[src/rtl/mux4_rr_arbiter.sv]
// mux4_rr_arbiter
// Four requesters share a single 1-bit channel. Grants rotate round-robin,
// and each grant is capped at HOLD_MAX consecutive cycles so that no
// requester can starve the others. gnt, s and busy are registered. y is a
// combinational 4:1 mux gated by busy.
module mux4_rr_arbiter #(
  parameter int HOLD_MAX = 4
) (
  input  logic       clk,
  input  logic       rst,
  input  logic [3:0] req,
  input  logic [3:0] i,
  output logic [3:0] gnt,
  output logic [1:0] s,
  output logic       busy,
  output logic       y
);

  typedef enum logic {
    IDLE,
    GRANT
  } state_t;

  localparam logic [3:0] HOLD_LIM = 4'(HOLD_MAX);

  state_t     state;
  logic [1:0] ptr;
  logic [3:0] hcnt;

  logic [1:0] next_ptr;
  logic [1:0] arb_base;
  logic       win_found;
  logic [1:0] win_idx;

  // Returns {found, index} of the first set bit of r, scanning from base
  // upward (mod 4). The scan runs from lowest to highest priority so that
  // the highest-priority hit is the last one written.
  function automatic logic [2:0] pick(input logic [3:0] r, input logic [1:0] base);
    logic [2:0] res;
    logic [1:0] idx;
    res = 3'b000;
    for (int k = 3; k >= 0; k--) begin
      idx = base + 2'(k);
      if (r[idx]) res = {1'b1, idx};
    end
    return res;
  endfunction

  // From IDLE, arbitrate from the current pointer. From GRANT, arbitrate from
  // the slot after the holder, which puts the holder last in line.
  always_comb begin
    next_ptr             = s + 2'd1;
    arb_base             = (state == IDLE) ? ptr : next_ptr;
    {win_found, win_idx} = pick(req, arb_base);
  end

  // Grant FSM: load a winner, keep the holder until it releases or its hold
  // budget runs out, then hand over with no idle bubble when someone waits.
  always_ff @(posedge clk or posedge rst) begin
    if (rst) begin
      state <= IDLE;
      gnt   <= 4'b0000;
      s     <= 2'b00;
      busy  <= 1'b0;
      ptr   <= 2'b00;
      hcnt  <= 4'd0;
    end else begin
      case (state)
        IDLE: begin
          if (win_found) begin
            state <= GRANT;
            gnt   <= 4'b0001 << win_idx;
            s     <= win_idx;
            busy  <= 1'b1;
            hcnt  <= 4'd1;
          end else begin
            gnt  <= 4'b0000;
            busy <= 1'b0;
          end
        end
        GRANT: begin
          if (req[s] && (hcnt < HOLD_LIM)) begin
            hcnt <= hcnt + 4'd1;
          end else begin
            ptr <= next_ptr;
            if (win_found) begin
              gnt  <= 4'b0001 << win_idx;
              s    <= win_idx;
              busy <= 1'b1;
              hcnt <= 4'd1;
            end else begin
              state <= IDLE;
              gnt   <= 4'b0000;
              busy  <= 1'b0;
              hcnt  <= 4'd0;
            end
          end
        end
      endcase
    end
  end

  assign y = busy & i[s];

endmodule

[config.mk]
export PLATFORM = sky130hd
export DESIGN_NAME = mux4_rr_arbiter
export DESIGN_NICKNAME = d
export VERILOG_FILES = /design/src/rtl/mux4_rr_arbiter.sv
export SDC_FILE = /design/constraint.sdc
export NUM_CORES = 1
export LEC_CHECK = 0
export ABC_AREA = 0
export CORE_MARGIN = 2
export CORE_UTILIZATION = 35
export CTS_CLUSTER_SIZE = 12
export DETAILED_ROUTE_END_ITERATION = 8
export PLACE_DENSITY_LB_ADDON = 0.12
export SETUP_SLACK_MARGIN = 0.5
export SLEW_MARGIN = 30
export SYNTH_ARGS = -nofsm -noshare
export SYNTH_HDL_FRONTEND = slang
export SYNTH_SLANG_ARGS = --single-unit
export TNS_END_PERCENT = 20
[constraint.sdc]
create_clock -name clk -period 1.6 [get_ports clk]
set_input_delay 0.48 -clock clk [delete_from_list [all_inputs] [get_ports clk]]
set_output_delay 0.48 -clock clk [all_outputs]
set_load 0.01 [all_outputs]
==> results of run 1 <==
through the flow:
stage / cells / worst slack, ns / total power, W / setup TNS (ns)
global placement: 140 / -0.8223 / 0.001748 / -7.480
finish: 148 / -0.3393 / 0.002269 / -1.426
global route: 148 / -0.3854 / 0.002438 / -2.392
detailed placement: 140 / -0.8239 / 0.001757 / -7.522
floorplan: 81 / -0.04454 / 0.001264 / -0.2375
CTS: 143 / -0.3310 / 0.001947 / -2.319
worst reg2reg max path, stage by stage (launching register included):
cell and delay [ns]:
dfrtp_1 0.40, buf_6 0.14, mux4_2 0.54, nand2_2 0.12, nor2_4 0.06, buf_6 0.13, buf_12 0.12, o31ai_2 0.22
flip-flops by register name, summed over array words and instances, names as in the netlist:
signal / cells
hcnt: 4
busy: 1
state: 1
gnt: 4
ptr: 2
s: 2
worst paths after layout:
| path | to | depth (start not counted) |
|---|---|---|
| hold / removal | gnt[1] | 3 |
| max in group asynchronous | ptr[1] | 3 |
| min in group clk | hcnt[3] | 1 |
| hold reg to reg | hcnt[3] | 1 |
| setup / recovery | y | 3 |
| setup reg to reg | gnt[1] | 7 |
metal layers:
| metal | GRT usage | part of all wire | up-vias |
|---|---|---|---|
| li1 | - | - | 370 |
| met1 | 0.2400 | 0.47 | 368 |
| met2 | 0.2532 | 0.46 | 19 |
| met3 | 0.03161 | 0.047 | 5 |
| met4 | 0.1053 | 0.024 | 0 |
| met5 | 0 | 0 | - |
cells in the final DEF (no fill, tap or decap), types with 2 or more instances in the layout:
cell type	synthesis	final
buf_4	1	17
dfrtp_1	14	12
nand2_1	10	9
buf_6	2	7
dlygate4sd2_1	0	6
nor2_1	8	5
buf_2	1	5
nor2_4	0	3
o21ai_2	0	3
a21oi_1	4	3
inv_1	3	3
clkbuf_4	0	3
mux4_2	1	2
a22o_1	2	2
and2_1	3	2
o21ai_1	1	2
nand4b_1	2	2
clkdlybuf4s50_1	0	2
dfrtp_2	0	2
area by class of cell:
class,instances,area (sq um)
fillers,213,925.9
multi-input cells,59,493.0
flip-flops and latches,14,352.8
repair buffers,40,346.6
well taps,28,35.03
clock buffers,3,22.52
inverters,4,15.01
kinds of logic after synthesis:
kind of cell | after synthesis | synth area share
multiplexers | 4 | 0.08656
adder cells (fa/ha/maj) | 1 | 0.01545
AND/OR/NAND/NOR | 32 | 0.2056
buffers and inverters | 8 | 0.06181
flip-flops | 14 | 0.4328
AO/OA/AOI/OAI | 21 | 0.1870
XOR/XNOR | 1 | 0.01082
power breakdown:
group,switching (W),total [W],internal [W]
Sequential,0.000101,0.000585,0.000484
Combinational,0.000633,0.00147,0.000834
Clock,0.000128,0.000216,0.0000880
what timing repair did:
| item | CTS | global route |
|---|---|---|
| pin swaps | 1 | 11 |
| endpoints found under the setup margin | 22 | 22 |
| resized for setup | 37 | 30 |
| buffers inserted | 0 | 5 |
| gates cloned | 0 | 0 |
| endpoints found under the hold margin | 0 | 0 |
==> impl_results.md, run 1 <==
- Seq/Total Area, Yosys: 0.4328
- Worst-skew pair later-pin latency: 0.30 ns
- Design area: 1265 sq um
- Final Hold Vio Count: 0
- DR iter-0 viols: 11
- YS warnings: 0
- Layout cells sized above 1: 0.4583
- Crit-path slowest cell: mux4_2
- RD Place Congestion: 0.7474
- Failing checks: setup timing
- I/O pin count: 18
- Req. time, crit path: 1.12 ns
- Crit-path max cell delay: 0.50 ns
- Max Buffers Root-to-Sink: 2
- Final Cycle Share: 1.212
- Gate Count Post-Synth: 81
- RSZ-0062 raised after global routing: yes
- Final setup violation count: 11
- Worst R2R Start: s[0]
- H-Tree Level Count: 1
- Critical path class: flop to output pin
- Slew @ Worst Pin: 0.3243 ns
- Cell variety after synth: 38
- GRT Total Usage: 0.1748
- Most numerous cell in the Yosys netlist: dfrtp_1
- Antenna violations before repair: 0
- Final Util: 0.5774
- Maximum vdd drop: 0.0009234 V
- Synthesized area: 809.5 sq um
- Final setup margin: -0.3393 ns
- Worst Skew: between 0.008 and 0.009 ns
- Growth of design area from synthesis to finish: 56.26%
- Synth area leaders: dfrtp_1 (43%), nand2_1 (4.6%), nor2_1 (3.7%)
- Routed vias: 762
- Crit-path max FO: 2
- Startpoint types: flop
- Placeable Area: 2191 sq um
- Worst hold slack: ~0.46 ns
- Final nets: 133
- Std cell rows: 17
- Arr. time, crit path: 1.46 ns
- Mapped Nets: roughly 90
- Hold crit path type: input port to asynchronous set/reset pin
- Placed Area: 1134 sq um
- WL final: 2073 microns
- Largest net degree at the start of global routing: 15
- CP endpoint kind: output pin
- ANT nets after route: 0
- CP delay by family, top: multiplexers
- Fin. max-slew vios: 0
- Synth top area share: 0.4328
- Vias in the first global route: between 700 and 800
- Fmax: 515.7 MHz
- First-pass GRT wire length: ~3400 microns
- Cell Pwr Density: between 1500 and 2000 nW/um^2
- Period minus WS final: 1.939 ns
- CTS Root Cell: clkbuf_4
- Height of the die: around 52 microns
- CP bufs+invs: 1
- # hold bufs at CTS: 0
- Routed wire per std cell: ~14 microns
- Gr ovfl total: 0
- Syn avg cell area: 9.994 sq um
- Max cap viols: 0
- Post-synth EDFFs: 0
- Setup slack, reg-to-reg: -0.20 ns
- Via density: 5.149
- CTS tree: done
- CTS buffer count: 3
- #FFs+latches synth: 14
- Worst Setup SP: s[0]
- Top FF cell, synth: dfrtp_1
- Synth top cells by count: dfrtp_1 (14), nand2_1 (10), nor2_1 (8)
- Post-synth top area cell: dfrtp_1
- Initial Util: 0.3695
- TritonCTS Sinks: 14
- Clock Pin Slew Worst Setup and Hold Paths: 0.09 ns
- First-pass detailed-route iteration total: 4
- Max-slew headroom: 0.7821
- Async S/R FF share, synth: 1.000
- DRC violation count after routing: 0
- Crit path cell chain: mux4_2, and2_4, buf_6
- Die width: about 52 microns
- ANT cells: 0
- Input/output buffers: 17
- Final HPWL DP: 1477 microns
- P_leak: approximately 0.6 nW
- Outcome: finished with violations
- Die area: 2713 sq um
Power figures use the tool's default switching activity.
==> inputs of run 2 (changes only) <==
Settings changed: CORE_UTILIZATION 35 to 43, CTS_CLUSTER_SIZE 12 to not set.
==> run 2 against run 1 <==
Effect of this change:
- core utilization is 15 points higher
- sequential share of layout area down 0.20 points
- clock skew is 0.0070 ns lower
- largest power group unchanged
- the run still ends with setup timing left
- global-route usage is 5.6 points higher
==> impl_results.md, run 2 (synthesis gave the netlist of run 1 again) <==
- Clk network pwr share: 0.116 (+0.021)
- H-Tree Level Count: 1 (unchanged)
- Multi-input gate area: 490.5 sq um (-0.51%)
- Cell Pwr Density: 1787 nW/um^2 (-0.37%)
- Layout cells sized above 1: 0.4959 (+0.03760)
- Max Buffers Root-to-Sink: 2 (unchanged)
- DRC violation count after routing: 0 (unchanged)
- Fin. max-slew vios: 0 (unchanged)
- Startpoint types: input port
- Critical path class: input port to output pin
- # hold bufs at CTS: 0 (unchanged)
- Maximum vdd drop: 0.001069 V (+16%)
- Routed wl met3: 90 microns (-7.2%)
- WL final: 2091 microns (+0.87%)
- Total power: 0.002260 W (-0.37%)
- Via density: 5.216 (+1.3%)
- Outcome: finished with violations
- Die width: 47.39 microns (-9.0%)
- Final nets: 135 (+1.5%)
- Sw power: 0.0008635 W (+0.11%)
- Crit-path max FO: 1 (-1)
- ANT nets after route: 0 (unchanged)
- TritonCTS Sinks: 14 (unchanged)
- Largest net degree at the start of global routing: 15 (unchanged)
- Slew @ Worst Pin: 0.2740 ns (-0.05033 ns)
- Vias in the first global route: 782 (+11%)
- Antenna violations before repair: 0 (unchanged)
- RD Place Congestion: 0.8193 (+9.6%)
- Std cell rows: 15 (-2)
- Final setup margin: -0.3196 ns (+0.01965 ns)
- Reg2reg end: gnt[0]
- Filler cells: 141 (-34%)
- Height of the die: 47.39 microns (-9.0%)
- Gate power share: 0.635 (-0.012)
- Period minus WS final: 1.920 ns (-0.01965 ns)
- GRT Total Usage: 0.2305 (+0.05568)
- Growth of design area from synthesis to finish: 56.26% (unchanged)
- ANT cells: 0 (unchanged)
- Final Hold Vio Count: 0 (unchanged)
- Placed Area: 1155 sq um (+1.9%)
- Worst R2R Start: s[0]
- Setup slack, reg-to-reg: -0.26 ns (-0.06 ns)
- Clock Pin Slew Worst Setup and Hold Paths: 0.09 ns (about the same)
- Arr. time, crit path: 1.44 ns (-0.02 ns)
- Commonest non-fill, non-tap cells in the layout: buf_4 (22), dfrtp_1 (14), nand2_1 (9)
- Worst Skew: 0.001942 ns (-0.006981 ns)
- Routed wire per std cell: 14.13 microns (+0.87%)
- First-pass detailed-route iteration total: 4 (unchanged)
- Setup TNS: -1.938 ns (-0.5126 ns)
- Failing checks: setup timing
- I/O pin count: 18 (unchanged)
- Top routing layer in use: met4
- CTS Root Cell: clkbuf_4
- Sw frac: 0.3820 (+0.001833)
- RSZ-0062 raised after global routing: yes
- Seq. cell area: 350.3 sq um (-0.71%)
- Initial Util: 0.4638 (+0.09430)
- Internal: 0.001397 W (-0.66%)
- Final Cycle Share: 1.200 (-0.01228)
- Input/output buffers: 17 (unchanged)
- Part of the power in registers: 0.249 (-0.009)
- Commonest non-fill, non-tap cell in the layout: buf_4
- Fmax: 520.9 MHz (+1.0%)
- First-pass GRT wire length: 3408 microns (+1.2%)
- Design area: 1265 sq um (unchanged)
- Gr ovfl total: 0 (unchanged)
- Placeable Area: 1745 sq um (-20%)
- DR WL met2: 1098 microns (+15%)
- Post-route met1 wirelength: 875 microns (-9.7%)
- Regs by FF count: gnt (4), hcnt (4)
- Hold crit path type: input port to asynchronous set/reset pin
- P_leak: 0.5996 nW (-0.61%)
- CTS buffer count: 3 (unchanged)
- Req. time, crit path: 1.12 ns (about the same)
- Die area: 2246 sq um (-17%)
- Worst-skew pair later-pin latency: 0.28 ns (-0.02 ns)
- CP endpoint kind: output pin
- Max-slew headroom: 0.8148 (+0.03264)
- Max cap viols: 0 (unchanged)
- Final HPWL DP: 1628 microns (+10%)
- CTS tree: done
- R2r worst-path depth: 8 (+1)
- Routed vias: 772 (+1.3%)
- Final setup violation count: 12 (+1)
- DR iter-0 viols: 20 (+9)
## run 2: changes by cell type in the layout (fill, tap and decap cells not counted), moves of 2 or more
cell / before / now
buf_4: 17 / 22
buf_6: 7 / 4
nor2_2: 0 / 3
nor2_4: 3 / 1
dfrtp_2: 2 / 0
dfrtp_1: 12 / 14
## run 2: stage by stage
stage               hold slack, ns  utilization  setup slack, ns  cells
finish                      0.4848       0.7247          -0.3196    148
floorplan                   0.3692            -         -0.04454     81
global placement            0.4670       0.6616          -0.8185    142
CTS                         0.4879       0.7039          -0.3483    148
detailed placement          0.4756       0.6616          -0.8615    142
global route                0.4921       0.7247          -0.3558    148
## run 2: final cells by class
| type | instances | area share |
|---|---|---|
| multi-input combinational | 59 | 0.3877 |
| inverter | 4 | 0.01187 |
| timing repair buffer | 42 | 0.2700 |
| sequential | 14 | 0.2770 |
| clock buffer | 4 | 0.02868 |
| tap | 25 | 0.02473 |
## run 2: worst max-delay path by stage
stage / endpoint / start / depth (start not counted) / slack (ns)
global route: y / s[0] / 3 / -0.36
global placement: y / i[3] / 4 / -0.82
finish: y / i[2] / 4 / -0.32
floorplan: gnt[0] / s[0] / 6 / -0.04
detailed placement: y / i[2] / 4 / -0.86
CTS: y / s[0] / 3 / -0.35
## run 2: routing by layer
| metal | global-route usage | vias up |
|---|---|---|
| met5 | 0 | - |
| met2 | 0.4000 | 19 |
| met3 | 0.04615 | 4 |
| met1 | 0.2734 | 371 |
| li1 | - | 378 |
| met4 | 0.1000 | 0 |
## run 2: critical path: stages
cell and delay (ns):
dlygate4sd2_1 0.24, mux4_2 0.46, and2_4 0.15, buf_6 0.11
## run 2: power by group through the flow
stage                     clock, W  combinational [W]  sequential (W)
after floorplan                  0           0.000677        0.000587
after global placement           0            0.00119        0.000563
after detailed placement         0            0.00122        0.000569
after CTS                 0.000265            0.00136        0.000563
after global routing      0.000284            0.00157        0.000580
final                     0.000261            0.00144        0.000564
## run 2: timing repair
action	CTS	global route
gates cloned	0	0
setup endpoints to repair	22	21
gates resized for setup	58	9
pin swaps	4	5
buffers inserted	2	0
==> inputs of run 3 (changes only) <==
Settings changed: CORE_UTILIZATION 43 to 48, HOLD_SLACK_MARGIN set to 0.03.
Clock period 1.6 ns to 1.8 ns, I/O delays scaled along.
==> run 3 against run 2 <==
Effect of this change:
- critical endpoint unchanged
- global-route usage decreased by 2.1 points
- critical path depth down 1
- die area shrank 9.6%
- combinational power shrank 20%
- count of clock-buffer cells in the layout stayed put
- sequential share of layout area increased by 2.0 points
- hold slack better by 0.0092 ns
- the flow still finishes with violations (setup timing)
- clock skew increased by 0.0052 ns
- setup slack improved by 0.13 ns
- largest cell class unchanged
==> impl_results.md, run 3 (synthesis gave the netlist of run 1 again) <==
- Crit-path max FO: 2 (+1)
- Worst-skew pair later-pin latency: 0.29 ns (about the same)
- Startpoint types: flop
- Placeable Area: 1541 sq um (-12%)
- Initial Util: 0.5252 (+0.06136)
- DRC violation count after routing: 0 (unchanged)
- P_leak: 0.5580 nW (-6.9%)
- Die width: 45.07 microns (-4.9%)
- Max-slew headroom: 0.6433 (-0.1715)
- Largest net degree at the start of global routing: 15 (unchanged)
- Final Hold Vio Count: 0 (unchanged)
- Arr. time, crit path: 1.45 ns (about the same)
- CP endpoint kind: output pin
- WL final: 1913 microns (-8.5%)
- CP delay by family, top: multiplexers
- Part of the power in registers: 0.269 (+0.020)
- Internal: 0.001167 W (-16%)
- R2r worst-path depth: 7 (-1)
- GRT Total Usage: 0.2099 (-0.02060)
- Critical path class: flop to output pin
- Clock Pin Slew Worst Setup and Hold Paths: 0.09 ns (about the same)
- Period minus WS final: about 2.0 ns
- Max Buffers Root-to-Sink: 2 (unchanged)
- H-Tree Level Count: 1 (unchanged)
- Final Cycle Share: 1.103
- Levels on crit path: 3 (-1)
- CTS buffer count: 3 (unchanged)
- Final setup margin: -0.1850 ns (+0.1346 ns)
- Maximum vdd drop: 0.0009645 V (-9.8%)
- TritonCTS Sinks: 14 (unchanged)
- Design area: 1184 sq um (-6.4%)
- Commonest non-fill, non-tap cells in the layout: buf_4 (17), dfrtp_1 (13), nand2_1 (10)
- Crit-path slowest cell: mux4_2
- CP bufs+invs: 1 (-1)
- Vias in the first global route: 678 (-13%)
- Worst Skew: 0.007123 ns (+0.005181 ns)
- RSZ-0062 raised after global routing: yes
- Die area: 2031 sq um (-9.6%)
- Gate power share: 0.606 (-0.029)
- First-pass GRT wire length: 3042 microns (-11%)
- DR iter-0 viols: 11 (-45%)
- Filler cells: 113 (-20%)
- Final setup violation count: 5 (-7)
- I/O pin count: 18 (unchanged)
- Sw frac: 0.3826 (+0.0005496)
- Growth of design area from synthesis to finish: 46.21%
- Worst Setup SP: s[0]
- Crit-path max cell delay: 0.50 ns (+0.04 ns)
- Final nets: 129 (-4.4%)
- Slew @ Worst Pin: 0.5345 ns (+0.2605 ns)
- Commonest non-fill, non-tap cell in the layout: buf_4
- Cell Pwr Density: 1597 nW/um^2 (-11%)
- Input/output buffers: 17 (unchanged)
- Regs by FF count: gnt (4), hcnt (4)
- Hold crit path type: flop to flop
- Gr ovfl total: 0 (unchanged)
- Sw power: 0.0007232 W (-16%)
- Layout cells sized above 1: 0.4444 (-0.05149)
- ANT nets after route: 0 (unchanged)
- Clk network pwr share: 0.124 (+0.008)
- Critical Path Sink: y
- Final Util: 0.7679 (+0.04313)
- Worst R2R Start: s[0]
- Fmax: 503.8 MHz
- Routed wire per std cell: 14.38 microns (+1.8%)
- ANT cells: 0 (unchanged)
- Max cap viols: 0 (unchanged)
- Via density: 5.677 (+8.8%)
- Failing checks: setup timing
- First-pass detailed-route iteration total: 4 (unchanged)
- Reg2reg end: gnt[0]
- Beginning of the worst hold path: gnt[1]
- Outcome: finished with violations
- Routed vias: 755 (-2.2%)
- # hold bufs at CTS: 0 (unchanged)
- Std cell rows: 14 (-1)
- Fin. max-slew vios: 0 (unchanged)
- Antenna violations before repair: 0 (unchanged)
- Final HPWL DP: 1418 microns (-13%)
- Height of the die: 45.07 microns (-4.9%)
- Req. time, crit path: 1.26 ns (+0.14 ns)
- Crit path cell chain: mux4_2, and2_4, buf_6
- RD Place Congestion: 0.8390 (+2.4%)
- Placed Area: 1091 sq um (-5.5%)
- CTS tree: done
- Setup slack, reg-to-reg: -0.09 ns (+0.17 ns)
- CTS Root Cell: clkbuf_4
## run 3: changes by cell type in the layout (fill, tap and decap cells not counted), sizes merged
cell           change
dlygate4sd2        -3
clkdlybuf4s15      +3
buf                -6
## run 3: worst min path at each step
stage,endpoint,slack (ns),cells past startpoint
global route,gnt[0],0.53,1
finish,gnt[1],0.49,2
detailed placement,gnt[1],0.47,2
global placement,gnt[1],0.46,2
CTS,gnt[1],0.49,2
floorplan,busy,0.43,1
## run 3: final cells by class
| class | count | area (sq um) | share of cell area |
|---|---|---|---|
| inverters | 4 | 15.01 | 0.01268 |
| well taps | 16 | 20.02 | 0.01691 |
| flip-flops and latches | 14 | 351.6 | 0.2970 |
| multi-input cells | 59 | 469.2 | 0.3964 |
| clock buffers | 4 | 36.28 | 0.03066 |
| repair buffers | 36 | 291.5 | 0.2463 |
## run 3: repair_timing
action | 4_1_cts | 5_1_grt
gates cloned | 0 | 0
buffers inserted | 0 | 2
setup endpoints to repair | 22 | 21
resized for setup | 51 | 17
pin swaps | 3 | 5
## run 3: tightest hold or removal path, cell delays in order, from the launching register on
cell and delay (ns):
dfrtp_1 0.35, nand2_1 0.06, o31ai_1 0.06
## run 3: power groups by stage
stage / clock network [W] / logic, W / registers (W)
after floorplan: 0 / 0.000592 / 0.000522
after global placement: 0 / 0.000978 / 0.000509
after detailed placement: 0 / 0.000992 / 0.000512
after CTS: 0.000239 / 0.000990 / 0.000507
after global routing: 0.000247 / 0.00126 / 0.000526
final: 0.000235 / 0.00115 / 0.000509
## run 3: metrics by stage
step	worst slack [ns]	std cells	total power, W	hold slack [ns]	TNS (ns)
3_5_place_dp	-0.7649	127	0.001504	0.4687	-5.498
2_1_floorplan	0.1018	81	0.001114	0.4292	0
6_report	-0.1850	133	0.001890	0.4940	-0.3273
4_1_cts	-0.1989	131	0.001735	0.4934	-0.1989
3_3_place_gp	-0.7324	127	0.001487	0.4607	-5.330
5_1_grt	-0.2299	133	0.002028	0.5278	-0.8187
## run 3: layer usage
metal  GRT usage  share of wire  up-vias
met2      0.3229           0.51       17
met5           0              0        -
met3     0.03600          0.032        3
li1            -              -      366
met1      0.2992           0.44      369
met4     0.07059          0.013        0
==> RTL edit (flow settings as in run 1) <==
Reset style: synchronous (`rst`), changed in one clocked block.
--- a/src/rtl/mux4_rr_arbiter.sv
+++ b/src/rtl/mux4_rr_arbiter.sv
@@ -58,3 +58,3 @@
   // budget runs out, then hand over with no idle bubble when someone waits.
-  always_ff @(posedge clk or posedge rst) begin
+  always_ff @(posedge clk) begin
     if (rst) begin
Function: differs if rst is asserted again (counterexample within 4 cycles, from zero or initial values and one cycle with rst high); with rst held inactive, the same outputs for 10 cycles.
==> RTL edit against run 1 <==
- area after synthesis is 3.7% lower
- sequential cell count unchanged
- worst setup slack better by 0.091 ns
- critical path depth did not move
- first-iteration DRC count fell by 36%
- final area hardly changed
- the flow still finishes with violations (setup timing)
- highest routed layer unchanged
- non-clock buffer count shrank 2
- wire length decreased by 5.3%
Power is not compared: it rests on default switching activity, and its combinational part moved more than twofold at a synthesized area within 25%.
==> RTL edit: results <==
set metrics [dict create \
    outcome "finished with violations" \
    violations "setup timing" \
    grt_pass1_wl_mm 3.33 \
    clkbuf_count 4 \
    routabilityCongestion 0.864 \
    signal_buffers 38 \
    ys_seq_area_share_pct 36.0 \
    wl_mm 1.96 \
    dp_hpwl_mm 1.44 \
    finalSetupViolations 8 \
    min_path_type "reg2reg" \
    clk_share_pct 2.87 \
    drtIter0Drc 7 \
    grtUsageMet2_pct 27.5 \
    grt_pass1_vias 768 \
    viasPerCell 5.14 \
    ys.flop_type "dfxtp_1" \
    nMultiInputCombCells 61 \
    route.layer.met1.wl_um 914 \
    clock-sinks 14 \
    grtUsageTotal_pct 16.6 \
    worst_slew_pin_slew_ns 0.473 \
    wl_met3_um 58 \
    grtUsageMet1_pct 20.9 \
    synth_area_leaders "dfxtp_1 (36%), nor2_1 (5.3%), mux2i_1 (3.9%)" \
    clock_skew_ns 0.00106 \
    setup_slack_ns -0.249 \
    regArea_sq_um 288 \
    grt_start_max_net_pins 9 \
    met2_length_um 977 \
    synth_fp_nets 95 \
    multi_input_area_share_pct 43.4 \
    insertion_delay_ns 0.27 \
    synth.distinct_cells 42 \
    bufAreaShareNonClock_pct 27.0 \
]
[RTL edit: cells by family (layout without fill, tap and decap cells)]
kind of cell / count (synthesis) / after routing / share of synthesized area, %
buffers and inverters: 9 / 46 / 5.62
DFF: 14 / 14 / 36.0
xor gates and xnor gates: 1 / 1 / 1.12
and+or+nand+nor: 30 / 30 / 21.5
AOI/OAI and AO/OA: 23 / 23 / 22.6
muxes: 6 / 6 / 11.6
adders and majority gates: 1 / 1 / 1.60
[RTL edit: what timing repair did]
action	in CTS	in global routing
setup buffers	2	2
endpoints found under the setup margin	22	22
gates resized for setup	49	29
pin swaps	6	8
[RTL edit: power by group]
group / leakage [nW] / total (mW) / switching (mW) / internal (mW)
registers: 0.116 / 0.404 / 0.0266 / 0.377
clock network: 0.0210 / 0.250 / 0.112 / 0.138
logic: 0.371 / 0.350 / 0.154 / 0.196
total: 0.508 / 1.00 / 0.293 / 0.712
[RTL edit: critical path, cell delays in order (launching register included)]
cell	delay [ns]
dfxtp_2	0.35
mux4_2	0.48
and2_1	0.14
buf_2	0.13
[RTL edit: path summary, 6_finish.rpt]
kind         cells after the start     end  startpoint  slack (ns)
max                              3       y        s[0]       -0.25
min                              2  gnt[1]      gnt[1]        0.48
max reg2reg                      6    s[1]        s[0]       -0.22
min reg2reg                      2  gnt[1]      gnt[1]        0.48
[RTL edit: through the flow]
stage          utilization, %  cells  cell area [sq um]  setup TNS [ns]
6_report                 58.8    149               1260          -0.746
3_5_place_dp             50.5    141               1080           -9.03
4_1_cts                  55.6    147               1190           -1.53
3_3_place_gp             50.5    141               1080           -9.13
5_1_grt                  58.8    149               1260           -1.42
2_1_floorplan               -     84                783          -0.788
